### config.mk
export PLATFORM = sky130hd
export DESIGN_NAME = microc_pila
export DESIGN_NICKNAME = d
export VERILOG_FILES = /design/src/rtl/microc_pila.sv
export SDC_FILE = /design/constraint.sdc
export NUM_CORES = 1
export LEC_CHECK = 0
export CORE_MARGIN = 4
export CORE_UTILIZATION = 60
export DETAILED_ROUTE_END_ITERATION = 7
export HOLD_SLACK_MARGIN = 0.03
export PLACE_DENSITY = 0.76
export SLEW_MARGIN = 0
export SYNTH_ARGS = -nofsm -noshare
export SYNTH_HDL_FRONTEND = slang
export SYNTH_SLANG_ARGS = --single-unit
### constraint.sdc
create_clock -name clk -period 5.87 [get_ports clk]
set_input_delay 0.8805 -clock clk [delete_from_list [all_inputs] [get_ports clk]]
set_output_delay 0.8805 -clock clk [all_outputs]
set_load 0.05 [all_outputs]
### src/rtl/microc_pila.sv
// microc_pila: parametrised microcontroller datapath with
// register file, ALU, zero flag and a hardware return stack.
module microc_pila #(
  parameter int W     = 8,
  parameter int NREG  = 16,
  parameter int PCW   = 10,
  parameter int DEPTH = 4,
  parameter int IW    = 20
) (
  input  logic                         clk,
  input  logic                         reset,
  input  logic [IW-1:0]                instr,
  input  logic                         s_inc,
  input  logic                         s_inm,
  input  logic                         we,
  input  logic                         wez,
  input  logic [2:0]                   ALUOp,
  input  logic                         s_call,
  input  logic                         s_ret,
  output logic [PCW-1:0]               pc,
  output logic [5:0]                   opcode,
  output logic                         zero,
  output logic [$clog2(DEPTH+1)-1:0]   stk_cnt,
  output logic                         stk_ovf,
  output logic                         stk_unf
);

  localparam int RAW = $clog2(NREG);
  localparam int CW  = $clog2(DEPTH+1);
  localparam int PW  = (DEPTH > 1) ? $clog2(DEPTH) : 1;
  localparam int SN  = 1 << PW;

  logic [RAW-1:0] ra1, ra2, wa3, rp1;
  logic [W-1:0]   imm, rd1, rd2, opb, alu;
  logic [PCW-1:0] jaddr, pc_inc, top;
  logic [W-1:0]   rf_q [NREG];
  logic [PCW-1:0] stk_q [SN];
  logic [PCW-1:0] pc_q, pc_d;
  logic [CW-1:0]  cnt_q, cnt_d;
  logic           ovf_q, ovf_d;
  logic           unf_q, unf_d;
  logic           zero_q;
  logic           push;
  logic           full, empty;
  logic [PW-1:0]  top_idx, push_idx;
  logic           unused_instr;

  assign ra1    = instr[3*RAW-1:2*RAW];
  assign ra2    = instr[2*RAW-1:RAW];
  assign wa3    = instr[RAW-1:0];
  assign imm    = instr[RAW+W-1:RAW];
  assign jaddr  = instr[PCW-1:0];
  assign opcode = instr[IW-1:IW-6];

  // Some instruction bits only matter to the control unit.
  assign unused_instr = ^instr;

  assign rp1 = s_inm ? wa3 : ra1;
  assign rd1 = (rp1 == '0) ? '0 : rf_q[rp1];
  assign rd2 = (ra2 == '0) ? '0 : rf_q[ra2];
  assign opb = s_inm ? imm : rd2;

  // ALU; all results wrap modulo 2^W.
  always_comb begin
    alu = '0;
    unique case (ALUOp)
      3'b000: alu = rd1;
      3'b001: alu = ~rd1;
      3'b010: alu = rd1 + opb;
      3'b011: alu = rd1 - opb;
      3'b100: alu = rd1 & opb;
      3'b101: alu = rd1 | opb;
      3'b110: alu = -rd1;
      3'b111: alu = -opb;
      default: alu = '0;
    endcase
  end

  // Register file write; r0 is hard-wired to zero.
  always_ff @(posedge clk or negedge reset) begin
    if (!reset) begin
      for (int i = 0; i < NREG; i++) rf_q[i] <= '0;
    end else if (we && wa3 != '0) begin
      rf_q[wa3] <= alu;
    end
  end

  // Zero flag captures the ALU result only when enabled.
  always_ff @(posedge clk or negedge reset) begin
    if (!reset) zero_q <= 1'b0;
    else if (wez) zero_q <= (alu == '0);
  end

  assign pc_inc   = pc_q + PCW'(1);
  assign full     = (cnt_q == CW'(DEPTH));
  assign empty    = (cnt_q == '0);
  assign top_idx  = PW'(cnt_q - CW'(1));
  assign push_idx = PW'(cnt_q);
  assign top      = stk_q[top_idx];

  // PC and stack next state: return beats call beats inc/jump.
  always_comb begin
    pc_d  = pc_q;
    cnt_d = cnt_q;
    ovf_d = ovf_q;
    unf_d = unf_q;
    push  = 1'b0;
    if (s_ret) begin
      if (!empty) begin
        pc_d  = top;
        cnt_d = cnt_q - CW'(1);
      end else begin
        pc_d  = pc_inc;
        unf_d = 1'b1;
      end
    end else if (s_call) begin
      pc_d = jaddr;
      if (!full) begin
        push  = 1'b1;
        cnt_d = cnt_q + CW'(1);
      end else begin
        ovf_d = 1'b1;
      end
    end else if (s_inc) begin
      pc_d = pc_inc;
    end else begin
      pc_d = jaddr;
    end
  end

  // PC, occupancy and sticky error flags.
  always_ff @(posedge clk or negedge reset) begin
    if (!reset) begin
      pc_q  <= '0;
      cnt_q <= '0;
      ovf_q <= 1'b0;
      unf_q <= 1'b0;
    end else begin
      pc_q  <= pc_d;
      cnt_q <= cnt_d;
      ovf_q <= ovf_d;
      unf_q <= unf_d;
    end
  end

  // Return-address storage; contents dropped on reset.
  always_ff @(posedge clk or negedge reset) begin
    if (!reset) begin
      for (int i = 0; i < SN; i++) stk_q[i] <= '0;
    end else if (push) begin
      stk_q[push_idx] <= pc_inc;
    end
  end

  assign pc      = pc_q;
  assign zero    = zero_q;
  assign stk_cnt = cnt_q;
  assign stk_ovf = ovf_q;
  assign stk_unf = unf_q;

endmodule
# After elaboration in Yosys (flattened, before gate mapping)
# Index checks and enable logic that the tools add are counted.
[word_totals]
elab_cells = 102
latch_bits = 0
memories = 0
regBits = 184
ramBits = 0
inputBits = 31
rom_bits = 0
output_inout_bits = 22
[op_classes]
n_eq_ne = 10
n_shift = 0
n_div = 0
add_sub_neg = 7
n_reduce_logical = 13
n_mux = 31
order_cmp = 7
bitwise = 9
multipliers = 0
[ops]
columns = ["cell", "count"]
rows = [
  ["128-bit bitwise mux", 1],
  ["10-bit 2-to-1 mux", 7],
  ["8-bit binary-select mux with 4-bit select", 2],
  ["8-bit 2-to-1 mux", 8],
  ["8-bit case mux with 8 select lines", 1],
  ["40-bit bitwise mux", 1],
  ["8-bit demux with 4-bit select", 1],
  ["10-bit binary-select mux with 2-bit select", 1],
  ["10-bit demux with 2-bit select", 1],
  ["8-bit negation", 2],
  ["3-bit equality test (second input constant)", 5],
  ["5-bit greater-or-equal comparator (second input constant)", 3],
  ["4-bit inverter with 5-bit output", 3],
  ["3-bit 2-to-1 mux", 4],
  ["10-bit by 1-bit adder with 10-bit output (second input constant)", 1],
  ["8-bit adder", 1],
  ["8-bit bitwise AND", 1],
  ["4-bit zero test", 2],
  ["8-bit zero test", 1],
  ["8-bit inverter", 1],
  ["8-bit OR", 1],
  ["8-bit subtractor", 1],
  ["3-bit by 2-bit equality test with 1-bit output (second input constant)", 2],
  ["3-bit greater-or-equal comparator (second input constant)", 2],
  ["16 further kinds", 24],
]

# Longest topological paths before layout
[depth]
depth_word = 9
ltp_mapped = 22
mapped_depth_nobuf = 18

# Worst setup path before layout
# No wires, ideal clock.
[synth_path]
path_type = "in2reg"
start = "in instr[4]"
end = "reg rf_q[119] (netlist bit)"
path_slack_ps = 977
setup_ps = 125
stages = 20
arrival_ps = 4769
required_ps = 5745
path_buffers = 2
cell_sequence = "buf_6 > mux2_1 > a221o_1 > o22a_1 > or2_2 > inv_1 > nor2_1 > xnor2_1 > ha_1 > nor2b_1 > o31a_1 > nor3_1 > o21bai_1 > a21oi_1 > xnor3_1 > xnor2_1 > a21oi_1 > a221o_1 > buf_6 > mux2_2"
[synth_via]
elab_chain_len = 9
word_cells_on_any_way = 14
cone_classes = "add/sub (3); mux (7); bitwise (3); reduce/logical (1)"
[synth_lines]
columns = ["element", "line", "text"]
rows = [
  ["from (decl)", "12", "input logic [IW-1:0] instr,"],
  ["4-bit inverter with 5-bit output (implied by the code)", "60", "assign rd2 = (ra2 == '0) ? '0 : rf_q[ra2];"],
  ["8-bit binary-select mux with 4-bit select", "60", ""],
  ["8-bit 2-to-1 mux (implied by the code) (2 in a row)", "60", ""],
  ["8-bit 2-to-1 mux", "60", ""],
  ["8-bit 2-to-1 mux (*)", "61", "assign opb = s_inm ? imm : rd2;"],
  ["8-bit negation, or another cell as far along", "74", "3'b111: alu = -opb;"],
  ["8-bit case mux with 8 select lines (*)", "66", "unique case (ALUOp)"],
  ["128-bit bitwise mux (*)", "84", "rf_q[wa3] <= alu;"],
  ["to (signal, indexed assignment)", "84", ""],
  ["to (decl)", "36", "logic [W-1:0] rf_q [NREG];"],
]
# Mark *: on every way between the ends. The rest lies on a longest branch, timed or not. The select of a mux whose other input is x is not followed.
# A chain may end at the register's enable or synchronous reset.

# Worst setup path after layout
[layout_path]
start = "in instr[7]"
end = "reg rf_q[39] (netlist bit)"
# The elaborated chain is that of the path after synthesis.

==> impl_metrics.py <==
metrics = {
    "global_route": {
        "grt_overflow": 0,
        "busiest_layer": "met2",
        "grt_pass1_vias": 9021,
        "antenna_found_initial": 0,
        "grtUsageMet2": 0.471,
        "use_met3": 0.0713,
        "grt_first_pass_wirelength_mm": 51.2,
        "grt_max_degree": 93,
        "use_met1": 0.433,
        "track_usage": 0.308,
    },
    "placement": {
        "io_buffer_count": 38,
        "dp_hpwl_mm": 22.6,
        "gp_congestion": 1.01,
    },
    "worst_setup_path": {
        "r2r-end": "rf_q[39]",
        "crit_start": "instr[7]",
        "crit_fanout": 16,
        "cp_data_required_time_ns": 6.20,
        "cpPeakStageDelay_ns": 0.60,
        "cp_slowest_cell": "clkdlybuf4s50_1",
        "r2r_cells": 19,
        "timing.rr.start": "rf_q[56]",
        "crit_arrival_ns": 5.70,
        "start_kind": "input port",
        "end_kind": "flip-flop",
        "ff2ff_setup_slack_ns": 1.23,
        "path_cells": "clkdlybuf4s50_1 > buf_4 > or3b_2 > o22ai_1 > o22a_1 > or2_2 > inv_1 > nor2_1 > xnor2_1 > ha_1 > nor2b_1 > o31a_1 > nor3_1 > o21bai_1 > a21oi_1 > xnor3_1 > xnor2_1 > a21oi_1 > a221o_1 > mux2_2",
        "worstSetupPathType": "in2reg",
    },
    "synthesis": {
        "synth_cells": 1118,
        "ys_warn_count": 0,
        "async_flop_share": 1.00,
        "seq_area_frac_synth": 0.400,
        "synth_cell_types": 82,
        "syn_nets": 1166,
        "avgSynthCellArea_um2": 10.1,
        "ys.flop_type": "dfrtp_1",
        "synth_edf_count": 0,
        "syn_area_mm2": 0.0113,
        "synth_seq_cells": 181,
    },
    "drt": {
        "avgViaCountPerCell": 6.72,
        "dr.pass1.iters": 5,
        "drt_iter0_drc": 1031,
        "wl_per_cell_um": 23.3,
        "drc_errors": 0,
        "via_count": 9387,
        "wl_mm": 32.5,
        "postRouteAntennaNets": 0,
    },
    "final_layout": {
        "antenna_cells": 0,
        "multi_input_area_mm2": 0.00624,
        "regArea_mm2": 0.00453,
        "fillCellCount": 1377,
        "areaGrowthSynthToFinish_pct": 12.1,
        "drive_above_1_share": 0.221,
        "finish.utilization": 0.695,
        "fin_nets": 1202,
    },
    "clock_tree": {
        "cts_buffer_depth": 2,
        "cts_tree": "done",
        "cts.clk_slew.worst_paths_ns": 0.08,
        "cts_max_level": 4,
        "clk_latency_ns": 0.45,
        "numCtsBuffers": 17,
        "clock-sinks": 181,
        "root_buffer": "clkbuf_16",
        "cts_resized": 0,
        "cts_hold_buf": 0,
        "post_cts_buffers": 0,
    },
    "power": {
        "leakage_nw": 5.37,
        "power_density_mw_per_mm2": 454,
        "ir_worst_vdd_v": 0.000245,
    },
    "timing": {
        "clock.fmax_mhz": 186,
        "rsz0062_at_grt": "false",
        "report.final.slew_viol_count": 0,
        "relSlewSlack": 0.111,
        "tightest_slew_ns": 1.33,
        "setup_viol": 0,
        "tns_ns": 0,
        "finalHoldViolations": 0,
        "finalCritPeriodShare": 0.915,
        "period_needed_ns": 5.37,
        "clock_skew_ns": 0.0127,
    },
    "worst_hold_path": {
        "hold_class": "reg2reg",
        "min_to": "rf_q[126]",
        "worstHoldStart": "rf_q[126]",
        "hold_path_depth": 0,
    },
    "floorplanning": {
        "die-area_mm2": 0.0211,
        "rows": 49,
        "core_area_mm2": 0.0183,
        "start_util": 0.620,
        "die_y_um": 145,
        "io_pins": 53,
        "die_w_um": 145,
    },
    "outcome": {
        "outcome": "finished, final reports clean",
    },
    "flow_run": {
        "maxCapViolations": 0,
    },
}
==> state kept, by name, indices dropped and copies added (netlist names) <==
register / cells
pc: 10
stk_q: 40
stk_cnt: 3
stk_unf: 1
zero: 1
stk_ovf: 1
rf_q: 125
==> cell usage after synthesis (5+ instances only) <==
library cell  number  share of area
buf_6             12          0.012
nand4_1            6         0.0033
a211o_1            5         0.0039
a21oi_1           71          0.031
inv_1             21         0.0070
a221oi_1           5         0.0039
mux2_2            99          0.098
xnor2_1           18          0.014
buf_1              7         0.0023
buf_4              8         0.0053
nand3b_1           6         0.0040
dfrtp_1          181           0.40
mux2_4             7         0.0093
nand2b_1          11         0.0061
a221o_1            8         0.0071
and2_1             5         0.0028
o21ai_0           86          0.038
nand2_1          122          0.040
or3_1              8         0.0044
o22ai_1            6         0.0033
mux4_2            33          0.066
xor2_1            10         0.0077
clkbuf_1          44          0.015
ha_1              16          0.018
buf_2             17         0.0075
nand3_1           20         0.0088
nor3_1            15         0.0066
nor2_1            72          0.024
a211oi_1          16          0.011
nor2b_1           21          0.012
and3_1             5         0.0028
o211ai_1          13         0.0086
a22oi_1            5         0.0033
a31oi_1            9         0.0050
mux2i_1           38          0.034
mux2_1             6         0.0060
o21ai_1            9         0.0040
nor3b_1            5         0.0033
o21a_1             5         0.0033
==> layout make-up <==
| class | count | area share |
|---|---|---|
| repair buffers | 105 | 0.0744 |
| multi-input cells | 826 | 0.492 |
| inverters | 23 | 0.00680 |
| clock buffers | 17 | 0.0335 |
| clock inverters | 15 | 0.0142 |
| well taps | 229 | 0.0226 |
| flip-flops and latches | 181 | 0.357 |
==> report_power, final <==
| group | internal [mW] | switching [mW] | total (mW) |
|---|---|---|---|
| combinational | 1.13 | 1.27 | 2.40 |
| clock | 0.579 | 0.581 | 1.16 |
| sequential | 1.76 | 0.444 | 2.20 |
| total | 3.46 | 2.30 | 5.76 |
==> worst max-delay path, delay by kind of cell <==
kind,cells,cell delay (ns)
buffers and inverters,3,0.94
and+or+nand+nor,5,1.12
xor gates and xnor gates,3,0.58
adders and majority gates,1,0.26
muxes,1,0.38
AOI/OAI and AO/OA,7,1.53
==> stage by stage <==
step	hold WS (ns)	area, µm²	total power, mW	std cells	setup WS, ns
6_report	0.386	12700	5.76	1396	0.497
5_1_grt	0.404	12700	6.10	1396	0.324
4_1_cts	0.389	12700	5.75	1396	0.545
3_5_place_dp	0.369	12100	4.57	1364	0.106
3_3_place_gp	0.364	12100	4.48	1364	0.130
2_1_floorplan	0.422	11300	3.85	1118	0.977
==> cells in the final DEF (no fill, tap or decap), types with 4 or more instances in the layout <==
cell type,n
o211ai_1,13
inv_1,21
nand3b_1,6
buf_12,6
mux2_4,7
mux4_2,33
nand3_1,20
nand4_1,6
mux2_2,99
nand2b_1,11
ha_1,16
clkinv_8,5
a221oi_1,5
a211oi_1,16
mux2_1,6
xor2_1,10
mux2i_1,38
and2_1,5
nor2_1,72
o22ai_1,6
clkbuf_16,17
o21ai_0,86
a21oi_1,71
and3_1,5
a21o_1,4
a31oi_1,9
a221o_1,8
nand2_1,122
nor3_1,15
o21a_1,5
nor3b_1,5
buf_4,61
o21ai_1,9
or3_1,8
nor2b_1,21
a22oi_1,5
xnor2_1,18
clkdlybuf4s50_1,34
dfrtp_1,181
a211o_1,5
==> cell families (layout without fill, tap and decap cells) <==
group,Yosys count,count (layout),synth area share
compound gates,285,285,0.163
fa+ha+maj,17,17,0.0194
xor+xnor,29,29,0.0236
mux,183,183,0.213
simple gates,312,312,0.132
flops,181,181,0.400
buf+inv,111,160,0.0493
==> layer usage <==
layer	vias to the layer above	routed length (µm)	share of wire
met2	537	14800	0.45
met3	104	3360	0.10
met1	4579	13200	0.41
met4	0	1170	0.036
li1	4167	-	-
met5	-	0	0
==> worst max path at each step <==
stage | to | cells after the start
after global placement | rf_q[47] | 20
final | rf_q[39] | 20
after global routing | rf_q[119] | 20
after detailed placement | rf_q[23] | 20
after floorplan | rf_q[119] | 20
after CTS | rf_q[39] | 20
(Power assumes the default switching activity.)
